`src/rtl/intr_ctrl.sv`:
```
// Interrupt controller: sticky pending requests, fixed-priority selection, and a
// trap/mret sequencer that drives PC redirect, CSR write strobes and pipeline flush.
module intr_ctrl (
    input  logic        clk,
    input  logic        reset,
    input  logic        interrupt,
    input  logic        uart_irq,
    input  logic        timer_irq,
    input  logic [2:0]  irq_en,
    input  logic        glob_ie,
    input  logic [31:0] mtvec,
    input  logic [31:0] mepc_in,
    input  logic [31:0] pc_ex,
    input  logic        ex_valid,
    input  logic        stall,
    input  logic        is_mret,
    output logic        flush,
    output logic        redirect,
    output logic [31:0] redirect_pc,
    output logic        epc_we,
    output logic [31:0] epc_out,
    output logic        cause_we,
    output logic [31:0] cause,
    output logic        ie_clear,
    output logic        ie_restore,
    output logic [2:0]  irq_ack
);

    localparam int unsigned NSRC = 3;
    localparam logic [31:0] CAUSE_EXT   = 32'h8000_000B;
    localparam logic [31:0] CAUSE_UART  = 32'h8000_0010;
    localparam logic [31:0] CAUSE_TIMER = 32'h8000_0007;

    typedef enum logic [1:0] {
        IDLE  = 2'd0,
        WAIT  = 2'd1,
        TRAP  = 2'd2,
        FLUSH = 2'd3
    } state_t;

    state_t            state_q, state_d;
    logic [NSRC-1:0]   pending_q, pending_d;
    logic [NSRC-1:0]   eligible;
    logic [NSRC-1:0]   take;
    logic [31:0]       take_cause;
    logic [31:0]       vec_base;
    logic [31:0]       trap_pc;
    logic              boundary;
    logic              mret_now;

    assign boundary = ex_valid & ~stall;
    assign mret_now = boundary & is_mret;
    assign eligible = pending_q & irq_en & {NSRC{glob_ie}};

    // A source stays pending until the cycle after its acknowledge, unless still requesting.
    assign pending_d = (pending_q & ~irq_ack) | {timer_irq, uart_irq, interrupt};

    // Fixed priority: ext > uart > timer.
    always_comb begin
        take       = '0;
        take_cause = '0;
        if (eligible[0]) begin
            take       = 3'b001;
            take_cause = CAUSE_EXT;
        end else if (eligible[1]) begin
            take       = 3'b010;
            take_cause = CAUSE_UART;
        end else if (eligible[2]) begin
            take       = 3'b100;
            take_cause = CAUSE_TIMER;
        end
    end

    assign vec_base = {mtvec[31:2], 2'b00};
    assign trap_pc  = (mtvec[1:0] == 2'b01)
                    ? vec_base + {25'd0, take_cause[4:0], 2'b00}
                    : vec_base;

    always_ff @(posedge clk or posedge reset) begin
        if (reset) begin
            state_q   <= IDLE;
            pending_q <= '0;
        end else begin
            state_q   <= state_d;
            pending_q <= pending_d;
        end
    end

    // Next state and strobes; everything is held low while reset is asserted.
    always_comb begin
        state_d     = state_q;
        flush       = 1'b0;
        redirect    = 1'b0;
        redirect_pc = '0;
        epc_we      = 1'b0;
        epc_out     = '0;
        cause_we    = 1'b0;
        cause       = '0;
        ie_clear    = 1'b0;
        ie_restore  = 1'b0;
        irq_ack     = '0;
        if (!reset) begin
            case (state_q)
                IDLE, WAIT: begin
                    if (mret_now) begin
                        redirect    = 1'b1;
                        redirect_pc = mepc_in;
                        ie_restore  = 1'b1;
                        flush       = 1'b1;
                    end else if (state_q == IDLE) begin
                        if (|eligible) state_d = WAIT;
                    end else if (eligible == '0) begin
                        state_d = IDLE;
                    end else if (boundary) begin
                        state_d = TRAP;
                    end
                end
                TRAP: begin
                    if (|eligible) begin
                        epc_we      = 1'b1;
                        epc_out     = pc_ex;
                        cause_we    = 1'b1;
                        cause       = take_cause;
                        ie_clear    = 1'b1;
                        flush       = 1'b1;
                        redirect    = 1'b1;
                        redirect_pc = trap_pc;
                        irq_ack     = take;
                        state_d     = FLUSH;
                    end else begin
                        state_d = IDLE;
                    end
                end
                FLUSH: begin
                    flush   = 1'b1;
                    state_d = IDLE;
                end
                default: state_d = IDLE;
            endcase
        end
    end

endmodule

```
`config.mk`:
```
export PLATFORM = sky130hd
export DESIGN_NAME = intr_ctrl
export DESIGN_NICKNAME = d
export VERILOG_FILES = /design/src/rtl/intr_ctrl.sv
export SDC_FILE = /design/constraint.sdc
export NUM_CORES = 1
export LEC_CHECK = 0
export ABC_AREA = 1
export CORE_UTILIZATION = 35
export DETAILED_ROUTE_END_ITERATION = 10
export PLACE_DENSITY = 0.88
export SYNTH_ARGS = -nofsm -noshare
export SYNTH_HDL_FRONTEND = slang
export SYNTH_SLANG_ARGS = --single-unit
```
`constraint.sdc`:
```
create_clock -name clk -period 7.3 [get_ports clk]
set_clock_uncertainty 0.2 [all_clocks]
set_input_delay 1.825 -clock clk [delete_from_list [all_inputs] [get_ports clk]]
set_output_delay 1.825 -clock clk [all_outputs]
set_load 0.03 [all_outputs]
```
==> results of run 1 <==
## final cells by class
type                       instances  share of cell area, %
tap                               80                   2.34
clock buffer                       4                   1.05
sequential                         5                   2.93
timing repair buffer             190                   44.6
multi-input combinational        354                   41.3
inverter                          88                   7.73
## routing by layer
layer | routed length, um | vias to the layer above | global-route usage (%) | part of all wire (%)
li1 | - | 1777 | - | -
met1 | 3530 | 1604 | 26.1 | 38
met2 | 4830 | 181 | 46.0 | 52
met3 | 620 | 31 | 3.02 | 6.7
met4 | 312 | 0 | 10.6 | 3.4
met5 | 0 | - | 0 | 0
## synthesized netlist by cell type, drive strengths merged, types with 5 or more instances
library cell / instances / area (um2)
nand2: 99 / 404
o21ai: 14 / 70.1
nand4: 14 / 109
nor2: 74 / 298
dfrtp: 5 / 125
nor3: 15 / 75.1
buf: 39 / 278
o21bai: 8 / 63.8
nor4: 5 / 31.3
clkbuf: 7 / 36.3
nand3: 45 / 248
a21oi: 33 / 165
inv: 88 / 330
## sequential cells by signal (all words and copies together), names as in the netlist
| name | count |
|---|---|
| pending_q | 3 |
| state_q | 2 |
## stage by stage
stage | hold WS, ns | util [%] | std cells | worst slack (ns) | instance area, um2
floorplan | 0.276 | - | 493 | 1.37 | 2530
global placement | 0.299 | 62.3 | 717 | 0.353 | 4210
detailed placement | 0.326 | 62.3 | 717 | 0.147 | 4210
CTS | 0.329 | 63.0 | 721 | 0.132 | 4250
global route | 0.345 | 63.2 | 721 | 0.0214 | 4270
finish | 0.327 | 63.2 | 721 | 0.223 | 4270
## kinds of logic after synthesis
kind of cell	after synthesis	share of synthesized area, %
and+or+nand+nor	254	48.4
adders and majority gates	5	2.88
DFF	5	5.14
AOI/OAI and AO/OA	66	15.9
other	1	0.154
buffers and inverters	134	26.5
xor gates and xnor gates	3	1.08
## worst max-delay path by stage
stage          cells past startpoint               to
2_1_floorplan                     14  redirect_pc[26]
3_3_place_gp                      16  redirect_pc[10]
3_5_place_dp                      16  redirect_pc[30]
4_1_cts                           16  redirect_pc[10]
5_1_grt                           14   redirect_pc[6]
6_report                          14   redirect_pc[6]
## power by group
group	switching (uW)	internal, uW
clock	14.2	37.5
combinational	211	148
sequential	7.43	34.0
total	233	220
## what timing repair did
item                       4_1_cts  5_1_grt
buffers inserted                 0        0
setup endpoints to repair        0       23
resized for setup                0        7
hold endpoints to repair         0        0
## worst max-delay path, stage by stage
cell	delay, ns
clkdlybuf4s50_1	0.46
nand3_1	0.20
inv_1	0.12
nor2_1	0.24
a21oi_2	0.11
ha_1	0.23
fa_1	0.41
nand3_1	0.14
nand3_1	0.11
nand2_1	0.14
xnor2_1	0.12
o21ai_0	0.11
a21oi_1	0.14
clkdlybuf4s50_1	0.69
==> flow_summary.ini, run 1 <==
[sta]
setup_viol = 0
fin_setup_tns_ns = 0
fmax_mhz = 141
worst_slew_pin_slew_ns = 0.669
fin_crit_sh_pct = 97.0
hold_violations = 0
slew_headroom_pct = 55.0
drv_slew = 0
rsz0062_at_grt = no
fin_crit_ns = 7.08

[floorplan]
die_h_um = 85.4
dieArea_um2 = 7290
core_area_um2 = 6760
num_rows = 30
io_pins = 213
start_util_pct = 36.0
die_w_um = 85.4

[logic_synthesis]
ys_ff_latch = 5
synth_edf_count = 0
synthFlopType = dfrtp_1
async_flop_share_pct = 100
yosys_warnings = 0
avgSynthCellArea_um2 = 5.20
syn_inst = 468
synth_area_um2 = 2430
ys_seq_area_share_pct = 5.14
synth_cell_types = 41

[setup_path]
r2r_cells = 8
endpoint_kind = output pin
startpoint = glob_ie
worstSetupStartpointType = input port
worst-setup-path-type = input port to output pin
regToRegStartpoint = pending_q[0]$_DFF_PP0_
arrival_ns = 5.05
cp_max_fo = 5
r2r-end = state_q[1]$_DFFE_PP0P_
reg2reg_slack_ns = 5.38
critical_path_required_ns = 5.28

[clocking]
cts_sinks = 5
clockBufferDepth = 2
clk_latency_ns = 0.22
tritoncts = built
htree_levels = 1
cts.reportedPaths.clkPinSlew_ns = 0.04
numCtsBuffers = 3
cts-root-buf = clkbuf_8
hold_buffers = 0

[grt]
grt_overflow = 0
grt_pass1_wl_um = 14400
grt_max_degree = 36
grt_pass1_vias = 3279
antenna_found_initial = 0
track_usage_pct = 24.0

[routing]
wl_per_cell_um = 12.9
drt_iter0_markers = 134
wl_um = 9290
route.detailed.drc = 0
ant_nets = 0
first_pass_iters = 5
via_per_inst = 4.98
vias = 3593

[final_layout]
final_common_cell = clkdlybuf4s50_1
area_growth_pct = 75.5
antenna_cells = 0
nNetsFinal = 755
multi_input_area_um2 = 1770
drive_above_1_share_pct = 4.68
mostFrequentLayoutCells = clkdlybuf4s50_1 (180), nand2_1 (90), inv_1 (87), nor2_1 (69), nand3_1 (42)
regArea_um2 = 125
fill_cells = 638

[power]
leakagePower_uw = 0.00204
power.density_nw_per_um2 = 106
vdd_drop_max_uv = 57.8
power_uw = 453

[status]
outcome = finished clean

[place]
io_buffers = 186
place_congestion = 0.943
hpwl_um = 7740

[flow_run]
cap_violations = 0

[worst_hold_path]
min_to = pending_q[1]$_DFF_PP0_
worstHoldStart = pending_q[1]$_DFF_PP0_
hold_depth = 2
hp-class = flip-flop to flip-flop
Power figures use the tool's default switching activity.
==> run 2, diff against run 1 <==
--- a/config.mk
+++ b/config.mk
@@ -6,6 +6,7 @@
 export NUM_CORES = 1
 export LEC_CHECK = 0
 export ABC_AREA = 1
+export CORE_MARGIN = 3
 export CORE_UTILIZATION = 35
 export DETAILED_ROUTE_END_ITERATION = 10
 export PLACE_DENSITY = 0.88
==> flow_summary.ini, run 2 (same netlist as run 1, synthesis figures left out) <==
[status]
outcome = finished clean

[final_layout]
mostFrequentLayoutCells = clkdlybuf4s50_1 (181), nand2_1 (90), inv_1 (87), nor2_1 (69), nand3_1 (42)
regArea_um2 = 125
fin_area_um2 = 4270
multi_input_area_um2 = 1770
final_common_cell = clkdlybuf4s50_1
fill_cells = 585
largestRegisters = pending_q (3), state_q (2)
area_growth_pct = 75.2
largest_register_ffs = 3
top_register = pending_q
antenna_cells = 0
nNetsFinal = 755
drive_above_1_share_pct = 4.68

[floorplan]
die_w_um = 89.4
die_h_um = 89.4
core_area_um2 = 6530
io_pins = 213
start_util_pct = 37.3
dieArea_um2 = 7990
num_rows = 29

[grt]
grt_pass1_wl_um = 14700
antenna_found_initial = 0
grt_overflow = 0
grt_max_degree = 36
track_usage_pct = 22.9
grt_pass1_vias = 3302

[clocking]
hold_buffers = 0
cts-root-buf = clkbuf_8
ctsResizeCount = 0
htree_levels = 1
cts_setup_buffers = 0
tritoncts = built
clockBufferDepth = 2
cts.reportedPaths.clkPinSlew_ns = 0.04
cts_sinks = 5
numCtsBuffers = 3
clk_latency_ns = 0.22

[place]
place_congestion = 0.917
io_buffers = 186
postPlaceCellArea_um2 = 4210
hpwl_um = 8330
place_ws_ns = 0.181

[setup_path]
worstSetupStartpointType = input port
critical_path_required_ns = 5.28
cp_max_fo = 5
r2r_cells = 5
arrival_ns = 5.04
endpoint_kind = output pin
worst-setup-path-type = input port to output pin

[sta]
fin_crit_ns = 7.06
layout_setup_ws_ns = 0.236
fmax_mhz = 142
worst_hold_slack_ns = 0.328
drv_slew = 0
slew_headroom_pct = 51.5
fin_setup_tns_ns = 0
rsz0062_at_grt = no
fin_crit_sh_pct = 96.8
hold_violations = 0
setup_viol = 0
worst_slew_pin_slew_ns = 0.722

[flow_run]
cap_violations = 0

[routing]
vias = 3554
drt_iter0_markers = 167
wl_per_cell_um = 13.7
first_pass_iters = 5
ant_nets = 0
wl_um = 9830
via_per_inst = 4.95
route.detailed.drc = 0

[power]
p_sw_uw = 231
cell_internal_pwr_uw = 220
vdd_drop_max_uv = 58.2
combPwrFrac_pct = 79.8
seq_power_share_pct = 9.1
power.density_nw_per_um2 = 106
swShare_pct = 51.3
clkPwrFrac_pct = 11.1
leakagePower_uw = 0.00202

[worst_hold_path]
hp-class = flip-flop to flip-flop
hold_depth = 2
## run 2: changes by cell type in the layout (fill, tap and decap cells not counted), sizes merged
cell,change
dlymetal6s2s,-1
clkdlybuf4s50,+1
## run 2: worst max-delay path, stage by stage
cell	delay [ns]
clkdlybuf4s50_1	0.45
nand3_1	0.19
inv_1	0.11
nor2_1	0.20
a21oi_2	0.10
ha_1	0.23
fa_1	0.43
nand3_1	0.14
nand3_1	0.12
nand2_1	0.13
xnor2_1	0.14
o21ai_0	0.12
a21oi_1	0.15
clkdlybuf4s50_1	0.70
## run 2: worst paths after layout
kind                                   startpoint                      to  slack [ns]
hold / removal             pending_q[1]$_DFF_PP0_  pending_q[1]$_DFF_PP0_        0.33
max in group asynchronous                   reset  state_q[0]$_DFFE_PP0P_        5.01
hold reg to reg            pending_q[1]$_DFF_PP0_  pending_q[1]$_DFF_PP0_        0.33
setup reg to reg           state_q[1]$_DFFE_PP0P_  state_q[1]$_DFFE_PP0P_        5.29
setup / recovery                          glob_ie          redirect_pc[6]        0.24
min in group asynchronous                   reset  state_q[1]$_DFFE_PP0P_        1.68
## run 2: per-stage QoR
step / std cells / total power, uW / util, %
2_1_floorplan: 493 / 260 / -
3_3_place_gp: 714 / 393 / 64.4
3_5_place_dp: 714 / 400 / 64.4
4_1_cts: 718 / 452 / 65.1
5_1_grt: 718 / 485 / 65.3
6_report: 718 / 451 / 65.3
## run 2: power by group through the flow
| stage | Clock (uW) | Combinational [uW] | Sequential (uW) |
|---|---|---|---|
| finish | 50.3 | 360 | 40.9 |
| global route | 54.8 | 388 | 41.6 |
| CTS | 51.5 | 360 | 40.7 |
| detailed placement | 0 | 359 | 40.3 |
| global placement | 0 | 352 | 40.5 |
| floorplan | 0 | 222 | 38.7 |
## run 2: final cells by class
| cell class | instances | share of cell area [%] |
|---|---|---|
| repair buffers | 190 | 44.6 |
| multi-input cells | 354 | 41.4 |
| inverters | 88 | 7.74 |
| flip-flops and latches | 5 | 2.93 |
| well taps | 77 | 2.26 |
| clock buffers | 4 | 1.06 |
## run 2: layer usage
metal  wire, um  track usage, %  vias up
met2       5350            47.2      192
met5          0               0        -
met4         91            5.01        0
met1       3650            24.8     1571
li1           -               -     1781
met3        739            1.84       10
==> run 3, diff against run 2 <==
--- a/config.mk
+++ b/config.mk
@@ -10,6 +10,7 @@
 export CORE_UTILIZATION = 35
 export DETAILED_ROUTE_END_ITERATION = 10
 export PLACE_DENSITY = 0.88
+export SLEW_MARGIN = 20
 export SYNTH_ARGS = -nofsm -noshare
 export SYNTH_HDL_FRONTEND = slang
 export SYNTH_SLANG_ARGS = --single-unit
==> results of run 3 <==
The final DEF is identical to that of run 2; final timing and power are the same.
